[config.mk]
export PLATFORM = sky130hd
export DESIGN_NAME = cpm_bnk_rsp_router_flat
export DESIGN_NICKNAME = d
export VERILOG_FILES = /design/src/rtl/cpm_bnk_rsp_router_if.sv /design/src/rtl/cpm_bnk_rsp_router.sv /design/src/flat_wrapper.sv
export SDC_FILE = /design/constraint.sdc
export NUM_CORES = 1
export LEC_CHECK = 0
export CAP_MARGIN = 20
export CORE_MARGIN = 4
export CORE_UTILIZATION = 30
export CTS_CLUSTER_SIZE = 14
export DETAILED_ROUTE_END_ITERATION = 7
export GPL_TIMING_DRIVEN = 0
export PLACE_DENSITY = 0.46
export SYNTH_ARGS = -nofsm -noshare
export SYNTH_HDL_FRONTEND = slang
export SYNTH_SLANG_ARGS = --single-unit
[constraint.sdc]
create_clock -name clk -period 2.7 [get_ports clk]
set_clock_uncertainty 0.05 [all_clocks]
set_input_delay 0.405 -clock clk [delete_from_list [all_inputs] [get_ports clk]]
set_output_delay 0.405 -clock clk [all_outputs]
set_load 0.005 [all_outputs]
[src/rtl/cpm_bnk_rsp_router_if.sv]
// ============================================================================
// Module      : cpm_bnk_rsp_router_if
// Description : Grant/read-data/response bundle of the CPM bank return path.
// Revision    : 1.0 - initial release
// ============================================================================
`default_nettype none

interface cpm_bnk_rsp_router_if #(
  parameter int REQ_DW = 4,
  parameter int BNK_DW = 4,
  parameter int DAT_DW = 16,
  parameter int REQ_AW = $clog2(REQ_DW),
  parameter int BNK_AW = $clog2(BNK_DW)
);
  logic [BNK_DW-1:0]        i_gnt_vld;
  logic [BNK_DW*REQ_AW-1:0] i_gnt_idx;
  logic [BNK_DW*DAT_DW-1:0] i_bnk_rdat;
  logic [REQ_DW-1:0]        i_rsp_rdy;
  logic [REQ_DW-1:0]        o_rsp_vld;
  logic [REQ_DW*DAT_DW-1:0] o_rsp_dat;
  logic [REQ_DW*BNK_AW-1:0] o_rsp_bnk;
  logic [REQ_DW-1:0]        o_req_crd;
  logic                     o_err_ovf;
  logic                     o_err_col;

  modport slave (
    input  i_gnt_vld, i_gnt_idx, i_bnk_rdat, i_rsp_rdy,
    output o_rsp_vld, o_rsp_dat, o_rsp_bnk, o_req_crd, o_err_ovf, o_err_col
  );

  modport master (
    output i_gnt_vld, i_gnt_idx, i_bnk_rdat, i_rsp_rdy,
    input  o_rsp_vld, o_rsp_dat, o_rsp_bnk, o_req_crd, o_err_ovf, o_err_col
  );
endinterface

`default_nettype wire

[src/rtl/cpm_bnk_rsp_router.sv]
// ============================================================================
// Module      : cpm_bnk_rsp_router
// Description : Steers bank read data to granted requesters via per-requester
//               FWFT FIFOs with credits. Optional macro CPM_RSP_BYPASS_EN.
// Revision    : 1.0 - initial release
// ============================================================================
`default_nettype none

module cpm_bnk_rsp_router #(
  parameter int REQ_DW   = 4,
  parameter int BNK_DW   = 4,
  parameter int REQ_AW   = $clog2(REQ_DW),
  parameter int BNK_AW   = $clog2(BNK_DW),
  parameter int DAT_DW   = 16,
  parameter int RD_LAT   = 1,
  parameter int FIFO_DEP = 4
) (
  input  logic                 clk,
  input  logic                 rst_n,
  cpm_bnk_rsp_router_if.slave  bus
);

  localparam int PW = $clog2(FIFO_DEP) + 1;
  localparam int EW = DAT_DW + BNK_AW;

  logic [BNK_DW-1:0]        r_tag_vld [RD_LAT];
  logic [BNK_DW*REQ_AW-1:0] r_tag_idx [RD_LAT];
  logic [BNK_DW-1:0]        w_end_vld;
  logic [BNK_DW*REQ_AW-1:0] w_end_idx;

  logic [REQ_DW-1:0] w_hit;
  logic [REQ_DW-1:0] w_gnt;
  logic              w_col;
  logic [BNK_AW-1:0] w_src     [REQ_DW];
  logic [DAT_DW-1:0] w_src_dat [REQ_DW];
  logic [REQ_DW-1:0] w_ovf_vec;

  logic r_err_ovf;
  logic r_err_col;

  always_ff @(posedge clk) begin
    if (!rst_n) begin
      for (int s = 0; s < RD_LAT; s++) begin
        r_tag_vld[s] <= '0;
        r_tag_idx[s] <= '0;
      end
    end else begin
      r_tag_vld[0] <= bus.i_gnt_vld;
      r_tag_idx[0] <= bus.i_gnt_idx;
      for (int s = 1; s < RD_LAT; s++) begin
        r_tag_vld[s] <= r_tag_vld[s-1];
        r_tag_idx[s] <= r_tag_idx[s-1];
      end
    end
  end

  assign w_end_vld = r_tag_vld[RD_LAT-1];
  assign w_end_idx = r_tag_idx[RD_LAT-1];

  // Banks scanned high to low so the lowest hitting bank is the one retained.
  always_comb begin
    w_hit = '0;
    w_gnt = '0;
    w_col = 1'b0;
    for (int r = 0; r < REQ_DW; r++) begin
      w_src[r]     = '0;
      w_src_dat[r] = '0;
      for (int b = BNK_DW - 1; b >= 0; b--) begin
        if (w_end_vld[b] && (w_end_idx[b*REQ_AW +: REQ_AW] == REQ_AW'(r))) begin
          if (w_hit[r]) begin
            w_col = 1'b1;
          end
          w_hit[r]     = 1'b1;
          w_src[r]     = BNK_AW'(b);
          w_src_dat[r] = bus.i_bnk_rdat[b*DAT_DW +: DAT_DW];
        end
        if (bus.i_gnt_vld[b] && (bus.i_gnt_idx[b*REQ_AW +: REQ_AW] == REQ_AW'(r))) begin
          w_gnt[r] = 1'b1;
        end
      end
    end
  end

  for (genvar gr = 0; gr < REQ_DW; gr++) begin : g_req
    logic [EW-1:0] r_mem [FIFO_DEP];
    logic [PW-1:0] r_wr;
    logic [PW-1:0] r_rd;
    logic [PW-1:0] r_inf;
    logic [PW-1:0] w_occ;
    logic          w_empty;
    logic          w_full;
    logic          w_pop;
    logic          w_push;
    logic          w_ovf;
    logic          w_vld;
    logic [EW-1:0] w_head;
    logic [EW-1:0] w_out;
    logic [PW:0]   w_crd_sum;

    assign w_occ     = r_wr - r_rd;
    assign w_empty   = (w_occ == '0);
    assign w_full    = (w_occ == PW'(FIFO_DEP));
    assign w_head    = r_mem[r_rd[PW-2:0]];
    assign w_crd_sum = {1'b0, r_inf} + {1'b0, w_occ};

    always_comb begin
      w_vld  = !w_empty;
      w_out  = w_head;
      w_pop  = !w_empty && bus.i_rsp_rdy[gr];
      w_push = w_hit[gr] && (!w_full || w_pop);
`ifdef CPM_RSP_BYPASS_EN
      // Empty FIFO: present the bank data directly; store only if not taken.
      if (w_empty && w_hit[gr]) begin
        w_vld  = 1'b1;
        w_out  = {w_src_dat[gr], w_src[gr]};
        w_push = !bus.i_rsp_rdy[gr];
      end
`endif
      w_ovf = w_hit[gr] && w_full && !w_pop;
    end

    always_ff @(posedge clk) begin
      if (w_push) begin
        r_mem[r_wr[PW-2:0]] <= {w_src_dat[gr], w_src[gr]};
      end
    end

    always_ff @(posedge clk) begin
      if (!rst_n) begin
        r_wr  <= '0;
        r_rd  <= '0;
        r_inf <= '0;
      end else begin
        if (w_push) begin
          r_wr <= r_wr + 1'b1;
        end
        if (w_pop) begin
          r_rd <= r_rd + 1'b1;
        end
        // Saturate so a misbehaving arbiter cannot wrap the count.
        case ({w_gnt[gr], w_hit[gr]})
          2'b10:   if (r_inf != '1) r_inf <= r_inf + 1'b1;
          2'b01:   if (r_inf != '0) r_inf <= r_inf - 1'b1;
          default: ;
        endcase
      end
    end

    assign w_ovf_vec[gr]                        = w_ovf;
    assign bus.o_rsp_vld[gr]                    = w_vld;
    assign bus.o_rsp_dat[gr*DAT_DW +: DAT_DW]   = w_vld ? w_out[EW-1:BNK_AW] : '0;
    assign bus.o_rsp_bnk[gr*BNK_AW +: BNK_AW]   = w_vld ? w_out[BNK_AW-1:0] : '0;
    assign bus.o_req_crd[gr]                    = (w_crd_sum < (PW+1)'(FIFO_DEP));
  end

  always_ff @(posedge clk) begin
    if (!rst_n) begin
      r_err_ovf <= 1'b0;
      r_err_col <= 1'b0;
    end else begin
      if (|w_ovf_vec) begin
        r_err_ovf <= 1'b1;
      end
      if (w_col) begin
        r_err_col <= 1'b1;
      end
    end
  end

  assign bus.o_err_ovf = r_err_ovf;
  assign bus.o_err_col = r_err_col;

endmodule

`default_nettype wire

[src/flat_wrapper.sv]
// flat-port wrapper written by rule: the top's interface ports become plain ports
module cpm_bnk_rsp_router_flat 
#(
  parameter int REQ_DW   = 4,
  parameter int BNK_DW   = 4,
  parameter int REQ_AW   = $clog2(REQ_DW),
  parameter int BNK_AW   = $clog2(BNK_DW),
  parameter int DAT_DW   = 16,
  parameter int RD_LAT   = 1,
  parameter int FIFO_DEP = 4
)
  (clk, rst_n, bus_i_gnt_vld, bus_i_gnt_idx, bus_i_bnk_rdat, bus_i_rsp_rdy, bus_o_rsp_vld, bus_o_rsp_dat, bus_o_rsp_bnk, bus_o_req_crd, bus_o_err_ovf, bus_o_err_col);
  cpm_bnk_rsp_router_if #(.REQ_DW(REQ_DW), .BNK_DW(BNK_DW), .DAT_DW(DAT_DW), .REQ_AW(REQ_AW), .BNK_AW(BNK_AW)) bus_i ();
  input  logic clk;
  input  logic rst_n;
  input wire logic [$bits(bus_i.i_gnt_vld)-1:0] bus_i_gnt_vld;
  input wire logic [$bits(bus_i.i_gnt_idx)-1:0] bus_i_gnt_idx;
  input wire logic [$bits(bus_i.i_bnk_rdat)-1:0] bus_i_bnk_rdat;
  input wire logic [$bits(bus_i.i_rsp_rdy)-1:0] bus_i_rsp_rdy;
  output wire logic [$bits(bus_i.o_rsp_vld)-1:0] bus_o_rsp_vld;
  output wire logic [$bits(bus_i.o_rsp_dat)-1:0] bus_o_rsp_dat;
  output wire logic [$bits(bus_i.o_rsp_bnk)-1:0] bus_o_rsp_bnk;
  output wire logic [$bits(bus_i.o_req_crd)-1:0] bus_o_req_crd;
  output wire logic [$bits(bus_i.o_err_ovf)-1:0] bus_o_err_ovf;
  output wire logic [$bits(bus_i.o_err_col)-1:0] bus_o_err_col;
  assign bus_i.i_gnt_vld = bus_i_gnt_vld;
  assign bus_i.i_gnt_idx = bus_i_gnt_idx;
  assign bus_i.i_bnk_rdat = bus_i_bnk_rdat;
  assign bus_i.i_rsp_rdy = bus_i_rsp_rdy;
  assign bus_o_rsp_vld = bus_i.o_rsp_vld;
  assign bus_o_rsp_dat = bus_i.o_rsp_dat;
  assign bus_o_rsp_bnk = bus_i.o_rsp_bnk;
  assign bus_o_req_crd = bus_i.o_req_crd;
  assign bus_o_err_ovf = bus_i.o_err_ovf;
  assign bus_o_err_col = bus_i.o_err_col;
  cpm_bnk_rsp_router #(.REQ_DW(REQ_DW), .BNK_DW(BNK_DW), .REQ_AW(REQ_AW), .BNK_AW(BNK_AW), .DAT_DW(DAT_DW), .RD_LAT(RD_LAT), .FIFO_DEP(FIFO_DEP)) u_core (.clk(clk), .rst_n(rst_n), .bus(bus_i));
endmodule
======== Word-level counts from Yosys, hierarchy flattened ========
Memory sizes are Yosys's and may differ from the RTL's. A register that Yosys moved wholly into a read port is not among the register bits.
Index checks and enable logic that the tools add are counted.
Widths: inputs -> output; s select.
cells by class
  $add $sub $neg .......................... 24
  reductions and logical operators ........ 91
  multiplexer cells ....................... 130
  equal/unequal tests ..................... 48
  $lt $le $gt $ge ......................... 4
operators with widths
  operator             count
  $mux 16              20
  $mux 1               68
  $mux 2               28
  $logic_and 1x1->1    48
  $eq 2x2->1 const B   20
  $add 3x1->3 const B  12
  $eq 2x1->1 const B   12
  $mux 3               8
  $pmux 3 s2           4
  $add 3x3->4          4
  $logic_not 2->1      8
  $lt 4x3->1 const B   4
  $ne 2x1->1 const B   8
  $eq 3x3->1 const B   4
  $logic_not 1->1      12
  $logic_not 3->1      4
  $ne 3x3->1 const B   4
  $reduce_and 3->1     4
  $reduce_bool 3->1    4
  $sub 3x1->3 const B  4
  $sub 3x3->3          4
  $mux 8               1
  $reduce_bool 2->1    4
  $reduce_or 4->1      2
  3 further kinds      6
storage, ports and cells
  bits in writable memories ............... 300
  bits in registers ....................... 38
  input bits .............................. 82
  logic and storage cells ................. 317
  memories kept ........................... 6
memories
  name                   words  width  read ports  clocked after Yosys merged registers in  write ports  line                      RTL
  u_core.g_req[0].r_mem  4      18     1           1                                        1            cpm_bnk_rsp_router.sv:85  logic [EW-1:0] r_mem [FIFO_DEP];
  u_core.g_req[1].r_mem  4      18     1           1                                        1            cpm_bnk_rsp_router.sv:85
  u_core.g_req[2].r_mem  4      18     1           1                                        1            cpm_bnk_rsp_router.sv:85
  u_core.g_req[3].r_mem  4      18     1           1                                        1            cpm_bnk_rsp_router.sv:85
  u_core.r_tag_idx       1      8      1           0                                        1            cpm_bnk_rsp_router.sv:27  logic [BNK_DW*REQ_AW-1:0] r_tag_idx [RD_LAT];
  u_core.r_tag_vld       1      4      1           0                                        1            cpm_bnk_rsp_router.sv:26  logic [BNK_DW-1:0] r_tag_vld [RD_LAT];

======== Depth between registers and ports, before layout ========
Gate-level depths: netlist of run 1.
  depth in word-level cells ............... 27
  mapped depth ............................ 11

======== Worst setup path before layout of run 1 ========
OpenSTA, ideal clock, no wires.
  kind .................................... flip-flop to flip-flop
  start ................................... memory u_core.r_tag_vld[0][0]
  end ..................................... register u_core.g_req[0].r_inf[2]
  buffers on the path ..................... 1
  arrival ................................. 2.432 ns
  cell stages (with the launch flop) ...... 11
  clock period less this slack ............ 2.609 ns
  required time ........................... 2.522 ns
  library setup time ...................... 0.128 ns
  slack ................................... 0.091 ns
  cells stage by stage .................... dfxtp_1 nor3b_1 or4_1 clkbuf_1 inv_1 ha_1 and4_1 a311oi_1 nand2_1 xor2_1 nor2_1
on the way
  word-level cells in the longest chain between the ends .. 6
  elaborated cells on any way between the ends .. 10
ends and longest elaborated chain
  what                                                                     line                       RTL
  start, declared                                                          cpm_bnk_rsp_router.sv:26
  $mem_v2 1x4 (*)                                                          n/a
  $logic_and 1x1->1 (*)                                                    cpm_bnk_rsp_router.sv:69   if (w_end_vld[b] && (w_end_idx[b*REQ_AW +: REQ_AW] == REQ_AW'(r))) begin
  $mux 1 (*)                                                               cpm_bnk_rsp_router.sv:69
  $eq 2x1->1 / $eq 2x2->1 (equally long branches)                          cpm_bnk_rsp_router.sv:141  case ({w_gnt[gr], w_hit[gr]})
  $ne 2x1->1 (no source line) / $reduce_bool 2->1 (equally long branches)  n/a
  $reduce_and 3->1 (no source line)                                        n/a
  end signal, assigned                                                     cpm_bnk_rsp_router.sv:142  2'b10: if (r_inf != '1) r_inf <= r_inf + 1'b1;
  end signal, assigned                                                     cpm_bnk_rsp_router.sv:143  2'b01: if (r_inf != '0) r_inf <= r_inf - 1'b1;
  end, declared                                                            cpm_bnk_rsp_router.sv:88   logic [PW-1:0] r_inf;
Every way passes the cells marked *; elsewhere a longest branch is shown, timed or not.
A chain may end at the register's enable or synchronous reset.

======== Worst setup path after layout of run 1 ========
  start ................................... register u_core.g_req[3].r_wr[0]
  end ..................................... output port bus_o_rsp_dat[51]
on the way
  word-level cells in the longest chain between the ends .. 3
ends and longest elaborated chain
  what                    line                       RTL
  start, declared         cpm_bnk_rsp_router.sv:86   logic [PW-1:0] r_wr;
  start signal, assigned  cpm_bnk_rsp_router.sv:135  r_wr <= r_wr + 1'b1;
  $sub 3x3->3             cpm_bnk_rsp_router.sv:100  assign w_occ = r_wr - r_rd;
  $logic_not 3->1         cpm_bnk_rsp_router.sv:101  assign w_empty = (w_occ == '0);
  $mux 16                 cpm_bnk_rsp_router.sv:151  assign bus.o_rsp_dat[gr*DAT_DW +: DAT_DW] = w_vld ? w_out[EW-1:BNK_AW] : '0;
  end, declared           flat_wrapper.sv:21         output wire logic [$bits(bus_i.o_rsp_dat)-1:0] bus_o_rsp_dat;
No other way between the ends.

==> flow_metrics.tcl, run 1 <==
set metrics [dict create \
    port_buffers 162 \
    grt_pass1_vias 11100 \
    syn_area_sq_um 16300 \
    crit_type "register to primary output" \
    worst_pin_slew_ps 747 \
    num_vias 11000 \
    overflow 0 \
    viasPerCell 5.05 \
    numCtsBuffers 39 \
    hp-class "input port to register" \
    htreeDepth 2 \
    drv_slew 0 \
    netlist_instances 1199 \
    ir_drop_mv 0.373 \
    synth-seq-cells 346 \
    layout-drive-gt1-share 0.301 \
    grt_use_met2 0.247 \
    grt_util_met3 0.0485 \
    cts_tree "built" \
    die_w_microns 241 \
    p_leak_nw 7.48 \
    worstHoldPathCells 3 \
    gp_congestion 0.907 \
    busiest_layer "met2" \
    violations "negative setup slack" \
    final_common_cell "edfxtp_1" \
    fp-row-count 85 \
    drtAntennaViolNets 0 \
    path_common_cell "buf_6" \
    rr_endpoint "u_core.g_req[0].r_mem[3][2]$_DFFE_PP_" \
    pin_count 164 \
    hold_buffers 0 \
    slowest_delay_ps 470 \
    finalSetupTns_ps -22630 \
    rr_worst_depth 11 \
    setup_viol 80 \
    wl_mm 47.3 \
    timing.rr.start "u_core.g_req[0].r_wr[0]$_SDFFE_PN0P_" \
    remaining_drc_errors 0 \
    power_per_cell_area_nw_per_um2 955 \
    nets 1582 \
    drt_iter0_drc 932 \
    grt_max_degree 20 \
    grtUsageMet1 0.236 \
    drv_cap 0 \
    wl_per_cell_microns 21.6 \
    max_freq_mhz 318 \
    end_kind "primary output" \
    synthArstFlopShare 0 \
    die_area_sq_um 58000 \
    die_h_microns 241 \
    required_ps 2250 \
    final_cell_mix "edfxtp_1, buf_6, nand2_1, o21ai_0, clkdlybuf4s50_1" \
    crit_start "u_core.g_req[3].r_wr[0]$_SDFFE_PN0P_" \
    rsz0062_at_grt "true" \
    area_growth_pct 31.3 \
    n_fill_cell 5052 \
    synth_ff_type "edfxtp_1" \
    hpwl_mm 34.2 \
    clk_latency_ps 540 \
    p_total_mw 20.4 \
    clock_tree.buffer_depth 3 \
    status "finished with violations" \
    yosysWarnings 0 \
    grt_pass1_wl_mm 70.5 \
    finalHoldViolCount 0 \
    holdWs_ps 347 \
    r2r_slack_ps 160 \
    crit_end "bus_o_rsp_dat[51]" \
    syn_nets 1325 \
    dr.pass1.iters 5 \
    crit_path_start_kind "register" \
    critPathSlowestCell "or3b_4" \
    path_cells "inv_4 -> ha_4 -> inv_2 -> fa_2 -> xnor3_1 -> or3b_4 -> clkbuf_16 -> buf_6 -> and2_4 -> buf_6" \
    relSlewSlack 0.502 \
    grt.total_usage 0.163 \
    clk_pin_slew_worst_paths_ps 60 \
    cts_root_buf "clkbuf_16" \
    place_area_sq_um 18800 \
    cts.sinks 346 \
    design_area_sq_um 21400 \
    min_period_ps 3150 \
    ys_types 60 \
    crit_arrival_ps 2690 \
    synth-edff-count 288 \
    ys_seq_area_frac 0.603 \
    setup_slack_ps -446 \
    post-route-period-util 1.17 \
    grt_antenna_before_repair 13 \
    coreArea_sq_um 53800 \
    initial_core_util 0.302 \
    avgSynthCellArea_sq_um 13.6 \
    critPathMaxFanout 5 \
]
kinds of logic (layout without fill, tap and decap cells):
kind of cell,after synthesis,after routing,synth area share
AO/OA/AOI/OAI,233,233,0.0923
XOR/XNOR,25,25,0.0170
adder cells (fa/ha/maj),44,44,0.0375
buffers and inverters,114,401,0.0294
flip-flops,346,346,0.603
multiplexers,80,80,0.105
other,0,5,0
AND/OR/NAND/NOR,357,357,0.116
what timing repair did:
item / 4_1_cts / 5_1_grt
endpoints found under the hold margin: 0 / 0
pin swaps: 11 / 7
setup buffers: 53 / 5
setup endpoints to repair: 434 / 381
gates resized for setup: 610 / 68
gates cloned: 7 / 0
how the worst min path moves through the flow:
stage	to	start
5_1_grt	u_core.g_req[3].r_wr[2]$_SDFFE_PN0P_	rst_n
3_3_place_gp	u_core.g_req[3].r_wr[2]$_SDFFE_PN0P_	u_core.g_req[3].r_wr[2]$_SDFFE_PN0P_
6_report	u_core.g_req[0].r_wr[2]$_SDFFE_PN0P_	rst_n
3_5_place_dp	u_core.g_req[3].r_wr[2]$_SDFFE_PN0P_	u_core.g_req[3].r_wr[2]$_SDFFE_PN0P_
4_1_cts	u_core.g_req[2].r_inf[0]$_SDFFE_PN0P_	rst_n
2_1_floorplan	u_core.g_req[3].r_wr[2]$_SDFFE_PN0P_	u_core.g_req[3].r_wr[2]$_SDFFE_PN0P_
layout make-up:
cell class	instances	area, sq um	share of cell area
plain buffers	73	452	0.0211
well taps	696	871	0.0408
diodes	5	12.5	0.000586
clock inverters	21	241	0.0113
flip-flops and latches	346	9840	0.461
inverters	34	140	0.00656
multi-input cells	739	6480	0.304
repair buffers	223	2300	0.107
clock buffers	50	1030	0.0481
per-stage QoR:
step           setup slack, ps   util  instances
2_1_floorplan             90.6      -       1199
3_3_place_gp              -696  0.349       2057
3_5_place_dp              -675  0.349       2058
4_1_cts                   -516  0.394       2184
5_1_grt                   -545  0.397       2183
6_report                  -446  0.397       2187
power by group:
part           leakage [nW]  switching [mW]  internal [mW]
Clock                 0.618            2.09           3.18
Combinational          3.71            3.38           5.37
Sequential             3.16           0.192           6.19
Total                  7.48            5.66           14.7
Yosys cell counts (10+ instances only):
cell | n | area, sq um
mux4_2 | 72 | 1620
xnor2_1 | 11 | 96.3
clkbuf_1 | 53 | 199
and3_1 | 17 | 106
edfxtp_1 | 288 | 8650
xor2_1 | 10 | 87.6
nand3_1 | 28 | 140
o21ai_0 | 115 | 576
a221o_1 | 48 | 480
nand3b_1 | 12 | 90.1
and2_1 | 91 | 569
a21oi_1 | 41 | 205
nand2_1 | 103 | 387
inv_1 | 34 | 128
dfxtp_1 | 58 | 1160
buf_2 | 13 | 65.1
nor2_1 | 53 | 199
ha_1 | 36 | 450
registers in the layout (all words and copies together), names as in the netlist, named ones only:
name / count
u_core.r_tag_vld: 4
u_core.g_req.r_rd: 12
u_core.r_tag_idx: 8
u_core.g_req.r_inf: 12
u_core.g_req.r_mem: 288
u_core.bus.o_err_ovf: 1
u_core.g_req.r_wr: 12
u_core.bus.o_err_col: 1
worst max-delay path, delay by kind of cell (launching register included):
family | cells | cell delay, ps
xor gates and xnor gates | 1 | 210
buffers and inverters | 5 | 510
DFF | 1 | 350
adders and majority gates | 2 | 450
and+or+nand+nor | 2 | 620
layer usage:
layer  wire length (microns)  up-vias
met5                      95        -
met4                     661       16
met3                    3980       67
met2                   21100      340
met1                   21500     5528
li1                        -     5090
Power figures use the tool's default switching activity.
==> run 2, diff against run 1 <==
--- a/config.mk
+++ b/config.mk
@@ -11,7 +11,7 @@
 export CTS_CLUSTER_SIZE = 14
 export DETAILED_ROUTE_END_ITERATION = 7
 export GPL_TIMING_DRIVEN = 0
-export PLACE_DENSITY = 0.46
+export PLACE_DENSITY = 0.44
 export SYNTH_ARGS = -nofsm -noshare
 export SYNTH_HDL_FRONTEND = slang
 export SYNTH_SLANG_ARGS = --single-unit
==> constraint.sdc (replaced) <==
create_clock -name clk -period 3 [get_ports clk]
set_clock_uncertainty 0.05 [all_clocks]
set_input_delay 0.45 -clock clk [delete_from_list [all_inputs] [get_ports clk]]
set_output_delay 0.45 -clock clk [all_outputs]
set_load 0.005 [all_outputs]
==> run 2 against run 1 <==
  * The flow still finishes with violations (negative setup slack)
  * Core utilization is 0.16 points higher
  * Final area increased by 0.39%
  * Critical path type unchanged
  * Register-to-register slack improved by 40 ps
  * Clock power down 8.0%
  * Sequential power shrank 9.7%
  * Flip-flop and latch count stayed put
  * Combinational power down 8.6%
  * Final cell count is 0.41% higher
  * Power decreased by 8.8%
  * Die area unchanged
  * Non-clock buffer count up 9
==> flow_metrics.tcl, run 2 (synthesis results as in run 1) <==
set metrics [dict create \
    min_period_ps 3180 \
    dr.pass1.iters 5 \
    die_h_microns 241 \
    overflow 0 \
    violations "negative setup slack" \
    required_ps 2500 \
    final_cell_mix "edfxtp_1, o21ai_0, nand2_1, buf_6, clkdlybuf4s50_1" \
    largest_register_ff_count 288 \
    drt_iter0_drc 915 \
    hp-class "input port to register" \
    wl_mm 48.0 \
    port_buffers 162 \
    finalHoldViolCount 0 \
    design_area_sq_um 21400 \
    power_per_cell_area_nw_per_um2 868 \
    rsz0062_at_grt "true" \
    worst_pin_slew_ps 1050 \
    numCtsBuffers 40 \
    wl_per_cell_microns 21.8 \
    die_w_microns 241 \
    gp_congestion 0.920 \
    remaining_drc_errors 0 \
    grt.total_usage 0.164 \
    crit_arrival_ps 2680 \
    hpwl_mm 34.5 \
    cts_tree "built" \
    layout-drive-gt1-share 0.292 \
    grt_pass1_vias 11100 \
    relSlewSlack 0.302 \
    die_area_sq_um 58000 \
    fp-row-count 85 \
    drtAntennaViolNets 0 \
    crit_path_start_kind "register" \
    setup_viol 51 \
    ir_drop_mv 0.381 \
    clk_latency_ps 540 \
    cts.sinks 346 \
    grt_pass1_wl_mm 71.3 \
    viasPerCell 5.04 \
    status "finished with violations" \
    drv_cap 0 \
    clk_pin_slew_worst_paths_ps 60 \
    grt_max_degree 21 \
    crit_type "register to primary output" \
    clock_tree.buffer_depth 3 \
    place_ws_ps -454 \
    coreArea_sq_um 53800 \
    setup_slack_ps -181 \
    final_common_cell "edfxtp_1" \
    cts_root_buf "clkbuf_16" \
    initial_core_util 0.302 \
    hold_buffers 0 \
    drv_slew 0 \
    max_freq_mhz 314 \
    post-route-period-util 1.06 \
    htreeDepth 2 \
    p_total_mw 18.6 \
    area_growth_pct 31.8 \
    nets 1592 \
    grt_antenna_before_repair 14 \
    pin_count 164 \
    end_kind "primary output" \
    n_fill_cell 5142 \
    num_vias 11100 \
    critPathMaxFanout 7 \
    place_area_sq_um 18800 \
    p_leak_nw 7.53 \
]
==> run 2: area by class of cell <==
class	count	area, sq um	area share
Inverter	34	140	0.00653
Clock buffer	49	1090	0.0506
Buffer	75	460	0.0215
Multi-Input combinational cell	739	6430	0.300
Clock inverter	22	223	0.0104
Antenna cell	5	12.5	0.000583
Sequential cell	346	9830	0.459
Tap cell	696	871	0.0406
Timing Repair Buffer	230	2380	0.111
==> run 2: worst paths after layout <==
| kind | start | end | slack (ps) | cells after the start |
|---|---|---|---|---|
| setup / recovery | u_core.g_req[3].r_wr[0]$_SDFFE_PN0P_ | bus_o_rsp_bnk[7] | -180 | 10 |
| hold / removal | rst_n | u_core.g_req[2].r_inf[0]$_SDFFE_PN0P_ | 370 | 3 |
| setup reg to reg | u_core.g_req[1].r_wr[0]$_SDFFE_PN0P_ | u_core.g_req[1].r_mem[1][9]$_DFFE_PP_ | 200 | 7 |
| hold reg to reg | u_core.g_req[3].r_wr[2]$_SDFFE_PN0P_ | u_core.g_req[3].r_wr[2]$_SDFFE_PN0P_ | 420 | 2 |
==> run 2: where the power goes <==
| group | leakage, nW | switching [mW] | internal (mW) | total (mW) |
|---|---|---|---|---|
| Combinational | 3.73 | 3.08 | 4.92 | 8.00 |
| Clock | 0.639 | 1.93 | 2.92 | 4.85 |
| Sequential | 3.16 | 0.187 | 5.57 | 5.76 |
| Total | 7.53 | 5.20 | 13.4 | 18.6 |
==> run 2: worst max-delay path, stage by stage (launching register included) <==
cell and delay [ps]:
dfxtp_4 350, inv_4 50, ha_4 110, inv_2 30, fa_2 340, xnor3_1 200, or3b_4 470, clkbuf_16 200
buf_6 120, and2_4 150, buf_6 110
==> run 2: repair_timing <==
action                                  CTS  global route
gates resized for setup                 536            78
endpoints found under the setup margin  229           235
hold endpoints to repair                  0             0
gates cloned                              7             0
buffers inserted                         47            12
pin swaps                                14            11
==> run 2: routing by layer <==
| layer | vias to the layer above | global-route usage | routed length, microns |
|---|---|---|---|
| met5 | - | 0 | 115 |
| met4 | 18 | 0.0311 | 647 |
| met3 | 68 | 0.0547 | 4050 |
| met2 | 334 | 0.245 | 21200 |
| met1 | 5525 | 0.237 | 22000 |
| li1 | 5113 | - | - |
==> run 2: metrics by stage <==
stage | cells | setup TNS (ps) | hold slack [ps] | utilization
after global routing | 2191 | -11100 | 418 | 0.398
after floorplan | 1199 | 0 | 387 | -
after detailed placement | 2059 | -58120 | 415 | 0.350
after global placement | 2057 | -56860 | 410 | 0.349
after CTS | 2182 | -9900 | 393 | 0.392
final | 2196 | -4920 | 367 | 0.398
==> run 3, diff against run 2 <==
--- a/config.mk
+++ b/config.mk
@@ -8,6 +8,7 @@
 export CAP_MARGIN = 20
 export CORE_MARGIN = 4
 export CORE_UTILIZATION = 30
+export CTS_CLUSTER_DIAMETER = 50
 export CTS_CLUSTER_SIZE = 14
 export DETAILED_ROUTE_END_ITERATION = 7
 export GPL_TIMING_DRIVEN = 0
==> run 3 against run 2 <==
  * The flow still finishes with violations (negative setup slack)
  * Combinational power rose by 2%
  * Non-clock buffer count up 2
  * Power is 1.1% higher
  * Global-route usage is essentially flat
  * First-iteration DRC count decreased by 4.3%
  * Largest cell class unchanged
==> flow_metrics.tcl, run 3 (synthesis results as in run 1) <==
set metrics [dict create \
    status "finished with violations" \
    violations "negative setup slack" \
    setup_slack_ps -208 \
    grt.total_usage 0.164 \
    wl_met3_mm 3.93 \
    relSlewSlack 0.299 \
    max_freq_mhz 312 \
    ir_drop_mv 0.407 \
    rr_endpoint "u_core.g_req[1].r_mem[2][17]$_DFFE_PP_" \
    finalHoldViolCount 0 \
    drv_slew 0 \
    num_vias 11100 \
    crit_arrival_ps 2710 \
    overflow 0 \
    largest_register_ff_count 288 \
    dr_wl_met2_mm 21.2 \
    end_kind "primary output" \
    worst_pin_slew_ps 1050 \
    met1Wirelength_mm 21.9 \
    finalSetupTns_ps -5770 \
    timing.rr.start "u_core.g_req[1].r_wr[0]$_SDFFE_PN0P_" \
    holdWs_ps 356 \
    final_core_util 0.400 \
    nets 1595 \
    port_buffers 162 \
    die_h_microns 241 \
    crit_end "bus_o_rsp_bnk[7]" \
    gp_congestion 0.920 \
    place_ws_ps -454 \
    post-route-period-util 1.07 \
    crit_type "register to primary output" \
    initial_core_util 0.302 \
    viasPerCell 5.06 \
    final_common_cell "edfxtp_1" \
    top_layer_used "met5" \
    p_total_mw 18.8 \
    die_area_sq_um 58000 \
    dr.pass1.iters 5 \
    hpwl_mm 34.5 \
    critPathMaxFanout 7 \
    grt_antenna_before_repair 14 \
    htreeDepth 2 \
    numCtsBuffers 41 \
    grt_pass1_wl_mm 71.3 \
    rr_worst_depth 7 \
    wl_mm 48.0 \
    hp-class "input port to register" \
    coreArea_sq_um 53800 \
    drv_cap 0 \
    min_period_ps 3210 \
    cts_root_buf "clkbuf_16" \
    power_per_cell_area_nw_per_um2 873 \
    wl_per_cell_microns 21.8 \
    crit_start "u_core.g_req[3].r_wr[0]$_SDFFE_PN0P_" \
    clk_latency_ps 550 \
    clock_tree.buffer_depth 3 \
    die_w_microns 241 \
    cts.sinks 346 \
    cts_tree "built" \
    setup_viol 54 \
    grt_pass1_vias 11200 \
    hold_buffers 0 \
    final_cell_mix "edfxtp_1, o21ai_0, nand2_1, buf_6, clkdlybuf4s50_1" \
    grt_max_degree 21 \
    clk_pin_slew_worst_paths_ps 60 \
    area_growth_pct 32.4 \
    fp-row-count 85 \
    layout-drive-gt1-share 0.300 \
    remaining_drc_errors 0 \
    drtAntennaViolNets 0 \
    required_ps 2500 \
    crit_path_start_kind "register" \
    r2r_slack_ps 220 \
    rsz0062_at_grt "true" \
    drt_iter0_drc 876 \
    p_leak_nw 7.56 \
    pin_count 164 \
]
## run 3: cell count changes in the layout (fill, tap and decap cells not counted), sizes merged
cell,previous run,this run
buf,164,168
bufinv,4,1
clkbuf,108,106
clkinv,15,12
clkinvlp,2,5
diode,5,4
inv,35,40
## run 3: cell type report
type | count | area, sq um
flip-flops and latches | 346 | 9830
inverters | 34 | 140
multi-input cells | 739 | 6440
fillers | 5137 | 32300
diodes | 4 | 10.0
clock inverters | 24 | 238
clock buffers | 49 | 1110
plain buffers | 75 | 462
well taps | 696 | 871
repair buffers | 232 | 2440
## run 3: critical path, stage by stage, from the launching register on
cell       delay (ps)
dfxtp_4           350
inv_4              60
ha_4              110
inv_2              30
fa_2              340
xnor3_1           210
or3b_4            480
clkbuf_16         200
buf_6             110
and2_4            150
buf_6             110
## run 3: worst min path at each step
| stage | from | to | slack [ps] | depth (start not counted) |
|---|---|---|---|---|
| floorplan | u_core.g_req[3].r_wr[2]$_SDFFE_PN0P_ | u_core.g_req[3].r_wr[2]$_SDFFE_PN0P_ | 390 | 2 |
| global placement | u_core.g_req[3].r_wr[2]$_SDFFE_PN0P_ | u_core.g_req[3].r_wr[2]$_SDFFE_PN0P_ | 410 | 2 |
| detailed placement | u_core.g_req[3].r_wr[2]$_SDFFE_PN0P_ | u_core.g_req[3].r_wr[2]$_SDFFE_PN0P_ | 420 | 2 |
| CTS | rst_n | u_core.g_req[3].r_wr[2]$_SDFFE_PN0P_ | 390 | 3 |
| global route | rst_n | u_core.g_req[1].r_inf[0]$_SDFFE_PN0P_ | 420 | 3 |
| finish | rst_n | u_core.g_req[3].r_wr[2]$_SDFFE_PN0P_ | 360 | 3 |
## run 3: metal layers
metal	up-vias	GRT usage
met5	-	0
met4	20	0.0395
met3	75	0.0504
met2	353	0.245
met1	5549	0.236
li1	5124	-
## run 3: where the power goes
group	switching [mW]	internal, mW	total (mW)
Sequential	0.187	5.57	5.75
Combinational	3.13	5.04	8.17
Clock	2.10	2.80	4.89
## run 3: what timing repair did
action,in CTS,in global routing
resized for setup,536,89
setup endpoints to repair,229,203
gates cloned,7,0
setup buffers,47,13
endpoints found under the hold margin,0,0
pin swaps,14,11
## run 3: through the flow
| stage | cells | instance area (sq um) |
|---|---|---|
| floorplan | 1199 | 16300 |
| global placement | 2057 | 18800 |
| detailed placement | 2059 | 18800 |
| CTS | 2184 | 21100 |
| global route | 2195 | 21500 |
| finish | 2199 | 21600 |
